--- src/rtl/ram4k_arbiter.sv ---
// ram4k_arbiter: zero-fills a RAM4K after reset, then round-robin shares its single port between A and B
// Ports:
//   clk, rst_n                                 clock, async active-low reset
//   a_req/a_we/a_addr/a_wdata -> a_gnt         requester A access (grant is combinational)
//   a_rvalid/a_rdata                           A read return, one cycle after grant
//   b_*                                        same as A, for requester B
//   ram_in/ram_load/ram_address <- ram_out     RAM4K port
//   busy                                       high while the clear sequence runs
module ram4k_arbiter #(
  parameter int WIDTH = 16,
  parameter int AW = 12,
  parameter bit CLEAR_ON_RESET = 1'b1
) (
  input  logic             clk,
  input  logic             rst_n,
  input  logic             a_req,
  input  logic             a_we,
  input  logic [AW-1:0]    a_addr,
  input  logic [WIDTH-1:0] a_wdata,
  output logic             a_gnt,
  output logic             a_rvalid,
  output logic [WIDTH-1:0] a_rdata,
  input  logic             b_req,
  input  logic             b_we,
  input  logic [AW-1:0]    b_addr,
  input  logic [WIDTH-1:0] b_wdata,
  output logic             b_gnt,
  output logic             b_rvalid,
  output logic [WIDTH-1:0] b_rdata,
  output logic [WIDTH-1:0] ram_in,
  output logic             ram_load,
  output logic [AW-1:0]    ram_address,
  input  logic [WIDTH-1:0] ram_out,
  output logic             busy
);
  typedef enum logic {CLEAR, RUN} state_t;
  state_t state, state_nx;
  logic [AW-1:0] clr_cnt;
  logic ptr;
  logic clr, run;
  // ptr=0 favours A, ptr=1 favours B; combinational outputs are gated by rst_n
  always_comb begin
    state_nx = state;
    clr = rst_n && state == CLEAR;
    run = rst_n && state == RUN;
    if (state == CLEAR && clr_cnt == '1) state_nx = RUN;
    a_gnt = run && a_req && (!b_req || !ptr);
    b_gnt = run && b_req && (!a_req || ptr);
    busy = clr;
    ram_load = clr || (a_gnt && a_we) || (b_gnt && b_we);
    ram_address = clr ? clr_cnt : a_gnt ? a_addr : b_gnt ? b_addr : '0;
    ram_in = a_gnt ? a_wdata : b_gnt ? b_wdata : '0;
  end
  always_ff @(posedge clk or negedge rst_n) begin
    if (!rst_n) begin
      state <= CLEAR_ON_RESET ? CLEAR : RUN;
      clr_cnt <= '0;
      ptr <= 1'b0;
      a_rvalid <= 1'b0;
      b_rvalid <= 1'b0;
      a_rdata <= '0;
      b_rdata <= '0;
    end else begin
      state <= state_nx;
      clr_cnt <= state == CLEAR ? clr_cnt + 1'b1 : '0;
      if (a_gnt) ptr <= 1'b1;
      else if (b_gnt) ptr <= 1'b0;
      a_rvalid <= a_gnt && !a_we;
      b_rvalid <= b_gnt && !b_we;
      if (a_gnt && !a_we) a_rdata <= ram_out;
      if (b_gnt && !b_we) b_rdata <= ram_out;
    end
  end
endmodule

--- config.mk ---
export PLATFORM = sky130hd
export DESIGN_NAME = ram4k_arbiter
export DESIGN_NICKNAME = d
export VERILOG_FILES = /design/src/rtl/ram4k_arbiter.sv
export SDC_FILE = /design/constraint.sdc
export NUM_CORES = 1
export LEC_CHECK = 0
export BUFFER_PORTS_ARGS = -buffer_cell sky130_fd_sc_hd__buf_2
export CAP_MARGIN = 20
export CELL_PAD_IN_SITES_DETAIL_PLACEMENT = 1
export CELL_PAD_IN_SITES_GLOBAL_PLACEMENT = 1
export CORE_MARGIN = 2
export CORE_UTILIZATION = 32
export DETAILED_ROUTE_END_ITERATION = 7
export GPL_ROUTABILITY_DRIVEN = 1
export GPL_TIMING_DRIVEN = 1
export PLACE_DENSITY_LB_ADDON = 0.1
export SLEW_MARGIN = 25
export SYNTH_ARGS = -nofsm -noshare
export SYNTH_HDL_FRONTEND = slang
export SYNTH_SLANG_ARGS = --single-unit
--- constraint.sdc ---
create_clock -name clk -period 1.97 [get_ports clk]
set_input_delay 0 -clock clk [delete_from_list [all_inputs] [get_ports clk]]
set_output_delay 0 -clock clk [all_outputs]
set_load 0.03 [all_outputs]
After elaboration in Yosys (flattened, before gate mapping). Index checks and enable logic that the tools add are counted.

Register bits: 48. Input bits: 78. Output and inout bits: 66. Logic and storage cells: 39.

Add/sub/neg operators: 1. Equal/unequal tests: 1. Mux-type cells: 8. Bitwise operators: 1. Reductions and logical operators: 21.

Operators by type and width (count): 12-bit 2-to-1 mux (4); 16-bit 2-to-1 mux (2); 12-bit by 1-bit adder with 12-bit output, second input constant (1); 12-bit equality test, second input constant (1); 1-bit logical AND (11); 1-bit zero test (5); 1-bit logical OR (4); 1-bit 2-to-1 mux (2); 2-bit nonzero test (1); 1-bit inverter (1).

Logic depth before layout (Yosys ltp). Gate-level depths: netlist of run 1.

Depth in word-level cells: 6. Depth in mapped cells: 5. Mapped depth without buffers: 4.

Worst setup path before layout of run 1. Ideal clock, no wire load.

Kind: register to output. Start: register state. End: output port ram_address[10]. Data arrival time: 1.655 ns. Required time: 1.970 ns. Slack: 0.315 ns. Stages on the path, launching flop included: 5. Buffers on the path: 2. Cells stage by stage: dfrtp_1 > buf_4 > nor2b_1 > clkbuf_1 > a221o_1.

Elaborated cells between the ends (all ways): 10. Classes of those cells: mux (3); bitwise (1); reduce/logical (6).

RTL lines: start, declared (line 37) `state_t state, state_nx;`; start signal, assigned (line 56) `state <= CLEAR_ON_RESET ? CLEAR : RUN;`; start signal, assigned (line 64) `state <= state_nx;`; 1-bit inverter; 1-bit logical AND (line 44) `clr = rst_n && state == CLEAR;`; via busy (line 34) `output logic busy`; 12-bit 2-to-1 mux (line 51) `ram_address = clr ? clr_cnt : a_gnt ? a_addr : b_gnt ? b_addr : '0;`; end, declared (line 32) `output logic [AW-1:0] ram_address,`.

The timed path passes the listed nets, and every way through them passes these cells.

Final worst setup path of run 1.
Start: register ptr. End: output port ram_address[11].

Cells in the longest elaborated chain, start to end: 5. Elaborated cells between the ends (all ways): 8. Classes of those cells: mux (3); reduce/logical (5).

RTL lines: start, declared (line 39) `logic ptr;`; start signal, assigned (line 58) `ptr <= 1'b0;`; start signal, assigned (line 66) `if (a_gnt) ptr <= 1'b1;`; start signal, assigned (line 67) `else if (b_gnt) ptr <= 1'b0;`; 1-bit logical OR / 1-bit zero test (equally long branches) (line 48, 47); 1-bit logical AND / 1-bit logical OR (equally long branches) (line 48, 47); 12-bit 2-to-1 mux / 1-bit logical AND (equally long branches) (line 51, 47); 12-bit 2-to-1 mux (*) (2 in series) (line 51).

Every way passes the cells marked *; elsewhere a longest branch is shown, timed or not.

==> flow_metrics.py, run 1 <==
metrics = {
    "timing": {
        "hold_viol": 0,
        "max-slew-margin-rel_pct": 66.11,
        "tightest_slew_ns": 0.5083,
        "finalMaxSlewViolations": 0,
        "min_period_ns": 1.827,
        "fin_setup_tns_ns": 0,
        "fmax_mhz": 547.3,
        "rsz0062_at_grt": "no",
        "fin_crit_sh_pct": 92.75,
        "clock_skew_ns": 0.005677,
        "setup-violations-final": 0,
    },
    "run": {
        "maxCapViolations": 0,
    },
    "place": {
        "routabilityCongestion": 0.7367,
        "dp_hpwl_um": 5747,
        "port_buffers": 143,
    },
    "cts": {
        "cts_buffers": 5,
        "clkTransAtPathRegs_ns": 0.09,
        "cts.path.max_buffers": 2,
        "clock_sinks": 48,
        "cts_root_buf": "clkbuf_8",
        "post-cts-setup-buffers": 0,
        "clock_latency_ns": 0.30,
        "h-tree-depth": 2,
        "cts_tree": "built",
    },
    "final_layout": {
        "n_fill_cell": 842,
        "nets": 426,
        "syn2layout_area_growth_pct": 46.82,
        "drive_gt1_share_pct": 51.15,
    },
    "worst_setup_path": {
        "crit_arrival_ns": 1.83,
        "r2r_cells": 4,
        "rr_startpoint": "clr_cnt[0]",
        "cpLargestDelayFamily": "simple AND/OR/NAND/NOR gates",
        "end_kind": "output pin",
        "reg2reg_slack_ns": 0.34,
        "slowest_delay_ns": 0.47,
        "start_kind": "flip-flop",
        "cp.buffers_inverters": 1,
        "crit_path_cell_trace": "nand2b_1, and3_1, a221o_1, buf_2",
        "crit_path_top_delay_cell": "dfrtp_1",
        "worstPathRequired_ns": 1.97,
        "r2r_end": "clr_cnt[10]",
        "cp_max_fo": 12,
        "critPathKind": "reg -> out",
    },
    "detailed_routing": {
        "drtPass1Iterations": 4,
        "num_vias": 2227,
        "drc": 0,
        "drt-total-wl_um": 7540,
        "routedWlPerCell_um": 16.83,
        "drt_iter0_markers": 70,
        "post_drt_via_cell_ratio": 4.971,
        "detail-route-antenna-nets": 0,
    },
    "pwr": {
        "p_per_area_nw_per_um2": 518.0,
        "finalPower_w": 0.001780,
        "power_leakage_nw": 1.957,
        "ir_drop_mv": 0.2898,
    },
    "floorplan": {
        "initial_utilization_pct": 32.62,
        "fp.coreArea_sq_um": 7176,
        "core.rowCount": 31,
        "die_w_um": 89.53,
        "die-area_sq_um": 8016,
        "io_pins": 144,
        "die_h_um": 89.53,
    },
    "synth": {
        "synth_nets": 265,
        "ys_warn_count": 0,
        "synthArstFlopShare_pct": 100.0,
        "syn-cell-area_sq_um": 2341,
        "synthCells": 186,
        "synth_area_per_cell_sq_um": 12.59,
        "yosysSeqAreaShare_pct": 51.31,
        "ys.flop_type": "dfrtp_1",
        "yosysUniqueCellTypes": 34,
        "synth_seq_cells": 48,
        "synth_edf_count": 0,
    },
    "global_routing": {
        "grt-busiest-layer": "met2",
        "antenna_found_initial": 1,
        "grt_pass1_vias": 2225,
        "grt_max_degree": 41,
        "grt_pass1_wl_um": 11340,
        "use_met3_pct": 4.617,
        "overflow": 0,
        "grt.total_usage_pct": 18.62,
        "grt_use_met1_pct": 23.06,
        "use_met2_pct": 32.26,
    },
    "status": {
        "outcome": "finished clean",
    },
    "worst_hold_path": {
        "min_path_type": "in -> async",
    },
}
-- stage by stage --
stage / setup slack, ns / util, % / area (sq um) / hold WS [ns] / instances
floorplan: 0.3148 / - / 2341 / -0.2956 / 186
global placement: 0.4024 / 44.05 / 3161 / -0.09687 / 422
detailed placement: 0.3256 / 44.05 / 3161 / -0.09192 / 422
CTS: 0.05087 / 47.83 / 3432 / 0.1345 / 447
global route: 0.04614 / 47.90 / 3437 / 0.1097 / 448
finish: 0.1429 / 47.90 / 3437 / 0.1133 / 448
-- logic make-up after synthesis --
| group | synth area share (%) |
|---|---|
| muxes | 15.39 |
| AOI/OAI and AO/OA | 16.78 |
| DFF | 51.31 |
| adders and majority gates | 0.5344 |
| buffers and inverters | 3.261 |
| and+or+nand+nor | 11.60 |
| xor gates and xnor gates | 1.123 |
-- sequential cells by signal, indices dropped and copies added (netlist names) --
| name | flops |
|---|---|
| b_rdata | 16 |
| a_rvalid | 1 |
| clr_cnt | 12 |
| a_rdata | 16 |
| ptr | 1 |
| state | 1 |
| b_rvalid | 1 |
-- worst reg2reg max path, stage by stage (launching register included) --
cell and delay, ns:
dfrtp_1 0.45, ha_1 0.24, nand3_2 0.19, or4_1 0.54, a21oi_1 0.15
-- routing by layer --
| metal | vias up | part of all wire, % |
|---|---|---|
| li1 | 1037 | - |
| met3 | 7 | 8.5 |
| met4 | 0 | 1.1 |
| met1 | 1087 | 40 |
| met5 | - | 0 |
| met2 | 96 | 50 |
-- power breakdown --
group | switching [W] | internal [W] | total (W)
clock network | 0.000337 | 0.000288 | 0.000625
registers | 0 | 0.000984 | 0.000984
logic | 0.0000829 | 0.0000880 | 0.000171
-- cells in the final DEF, fill, tap and decap left out, types with 2 or more instances in the layout --
cell type	count
buf_2	142
dfrtp_1	48
mux2_1	20
dlygate4sd3_1	17
a22o_1	16
and3_1	13
a221o_1	13
mux2_2	12
a21oi_1	7
clkbuf_8	6
buf_4	6
o31ai_1	4
or4_1	4
nor2_1	4
nand3_2	3
nand3_1	3
o21ai_0	3
or3_1	3
nand2_1	2
inv_1	2
xnor2_1	2
nor2b_1	2
-- timing repair --
action	in CTS	in global routing
resized for setup	1	1
pin swaps	0	0
endpoints found under the setup margin	1	3
hold endpoints to repair	40	0
hold buffers	17	0
-- Yosys cell counts (all sizes together) (3+ instances only) --
library cell | n | area share (%)
nor2b | 3 | 0.91
and3 | 13 | 3.5
a22o | 16 | 6.0
mux2 | 32 | 15
a21oi | 8 | 1.7
buf | 7 | 2.1
clkbuf | 5 | 0.80
or4 | 4 | 1.3
o21ai | 3 | 0.64
or3 | 3 | 0.80
nor2 | 5 | 0.91
dfrtp | 48 | 51
o31ai | 4 | 1.3
nand3 | 6 | 1.9
a221o | 13 | 5.6
-- area by class of cell --
type	instances	area [sq um]	share of cell area [%]
diodes	1	2.502	0.07281
clock buffers	6	82.58	2.403
clock inverters	2	13.76	0.4004
inverters	2	7.507	0.2184
multi-input cells	124	1072	31.20
flip-flops and latches	48	1201	34.95
well taps	99	123.9	3.604
repair buffers	166	933.4	27.16
-- worst max-delay path by stage --
stage                          start         endpoint  slack (ns)  cells past startpoint
after global placement    clr_cnt[0]      clr_cnt[10]        0.40                      4
after detailed placement         ptr        ram_in[0]        0.33                      4
after floorplan                state  ram_address[10]        0.31                      4
after global routing           state   ram_address[1]        0.05                      5
final                            ptr  ram_address[11]        0.14                      4
after CTS                      rst_n        ram_in[0]        0.05                      7
No activity file was read; power rests on OpenSTA's default activity.
==> inputs of run 2 (changes only) <==
Settings changed: MAX_ROUTING_LAYER from default to met4.
==> flow_metrics.py, run 2 (same netlist as run 1, synthesis figures left out) <==
metrics = {
    "detailed_routing": {
        "drc": 0,
        "detail-route-antenna-nets": 0,
        "drt-total-wl_um": 7539,
        "post_drt_via_cell_ratio": 4.971,
        "num_vias": 2227,
        "routedWlPerCell_um": 16.83,
        "drt_iter0_markers": 74,
        "drtPass1Iterations": 4,
    },
    "timing": {
        "fin_crit_sh_pct": 92.67,
        "fin_setup_tns_ns": 0,
        "tightest_slew_ns": 0.5113,
        "finalMaxSlewViolations": 0,
        "rsz0062_at_grt": "no",
        "hold_viol": 0,
        "fmax_mhz": 547.8,
        "max-slew-margin-rel_pct": 65.91,
        "min_period_ns": 1.826,
        "setup-violations-final": 0,
        "clock_skew_ns": 0.005009,
    },
    "cts": {
        "cts.path.max_buffers": 2,
        "post-cts-setup-buffers": 0,
        "clock_sinks": 48,
        "cts_tree": "built",
        "clkTransAtPathRegs_ns": 0.09,
        "cts_buffers": 5,
        "h-tree-depth": 2,
        "clock_latency_ns": 0.30,
        "cts_root_buf": "clkbuf_8",
    },
    "global_routing": {
        "grt_pass1_wl_um": 11330,
        "grt_max_degree": 41,
        "grt.total_usage_pct": 19.20,
        "overflow": 0,
        "antenna_found_initial": 1,
        "grt_pass1_vias": 2219,
    },
    "run": {
        "maxCapViolations": 0,
    },
    "final_layout": {
        "final_common_cell": "buf_2",
        "top_regs": "a_rdata (16), b_rdata (16), clr_cnt (12)",
        "final_cell_area_sq_um": 3437,
        "final_cell_mix": "142 x buf_2, 48 x dfrtp_1, 20 x mux2_1",
        "nets": 426,
        "syn2layout_area_growth_pct": 46.82,
        "drive_gt1_share_pct": 51.15,
    },
    "floorplan": {
        "fp.coreArea_sq_um": 7176,
        "io_pins": 144,
        "initial_utilization_pct": 32.62,
        "die_w_um": 89.53,
        "die-area_sq_um": 8016,
        "die_h_um": 89.53,
        "core.rowCount": 31,
    },
    "worst_setup_path": {
        "crit_path_top_delay_cell": "dfrtp_1",
        "crit_arrival_ns": 1.83,
        "slowest_delay_ns": 0.47,
        "end_kind": "output pin",
        "critPathKind": "reg -> out",
        "cp_max_fo": 12,
        "crit_path_cell_trace": "nand2b_1, and3_1, a221o_1, buf_2",
        "start_kind": "flip-flop",
        "worstPathRequired_ns": 1.97,
    },
    "pwr": {
        "p_per_area_nw_per_um2": 518.0,
        "power_leakage_nw": 1.957,
        "ir_drop_mv": 0.2888,
    },
    "place": {
        "routabilityCongestion": 0.7458,
        "port_buffers": 143,
        "dpl-instance-area_sq_um": 3161,
        "dp_hpwl_um": 5747,
    },
    "worst_hold_path": {
        "min_path_type": "in -> async",
    },
    "status": {
        "outcome": "finished clean",
    },
}
==> run 2: worst max-delay path: cells and delay by family (launching register included) <==
| family | cells | cell delay, ns |
|---|---|---|
| buf+inv | 1 | 0.18 |
| flops | 1 | 0.47 |
| compound gates | 1 | 0.27 |
| simple gates | 2 | 0.61 |
==> run 2: timing repair <==
action	in CTS	in global routing
gates cloned	0	0
hold buffers	17	0
endpoints found under the setup margin	1	3
endpoints found under the hold margin	40	0
resized for setup	1	1
==> run 2: final cells by class <==
type	count	area, sq um
diodes	1	2.502
clock buffers	6	82.58
clock inverters	2	13.76
fillers	842	3739
inverters	2	7.507
multi-input cells	124	1072
flip-flops and latches	48	1201
well taps	99	123.9
repair buffers	166	933.4
==> run 2: through the flow <==
stage / util, % / power (W) / worst slack [ns] / instances / hold slack, ns
global route: 47.90 / 0.001864 / 0.04615 / 448 / 0.1098
detailed placement: 44.05 / 0.001150 / 0.3256 / 422 / -0.09192
finish: 47.90 / 0.001781 / 0.1444 / 448 / 0.1136
global placement: 44.05 / 0.001148 / 0.4024 / 422 / -0.09687
CTS: 47.83 / 0.001808 / 0.05087 / 447 / 0.1345
floorplan: - / 0.001030 / 0.3148 / 186 / -0.2956
==> run 2: final timing paths <==
path                                    to  slack, ns   startpoint  depth (start not counted)
max in group asynchronous      clr_cnt[10]       1.10        rst_n                          3
min in group clk                  b_rvalid       0.16         b_we                          3
max reg2reg                    clr_cnt[10]       0.34   clr_cnt[0]                          4
max                        ram_address[11]       0.14          ptr                          4
min                             b_rdata[1]       0.11        rst_n                          2
min reg2reg                    a_rdata[11]       0.49  a_rdata[11]                          1
==> run 2: layer usage <==
metal | vias to the layer above | wire, um | global-route usage, %
li1 | 1040 | - | -
met1 | 1087 | 3094 | 23.47
met2 | 94 | 3767 | 32.32
met3 | 6 | 592 | 3.878
met4 | 0 | 85 | 5.292
met5 | - | 0 | -
==> run 2: power by group <==
part	switching (W)	internal [W]	total, W	leakage (nW)
clock	0.000337	0.000288	0.000625	0.0516
sequential	0	0.000984	0.000984	0.656
combinational	0.0000831	0.0000880	0.000171	1.25
total	0.000421	0.00136	0.00178	1.96
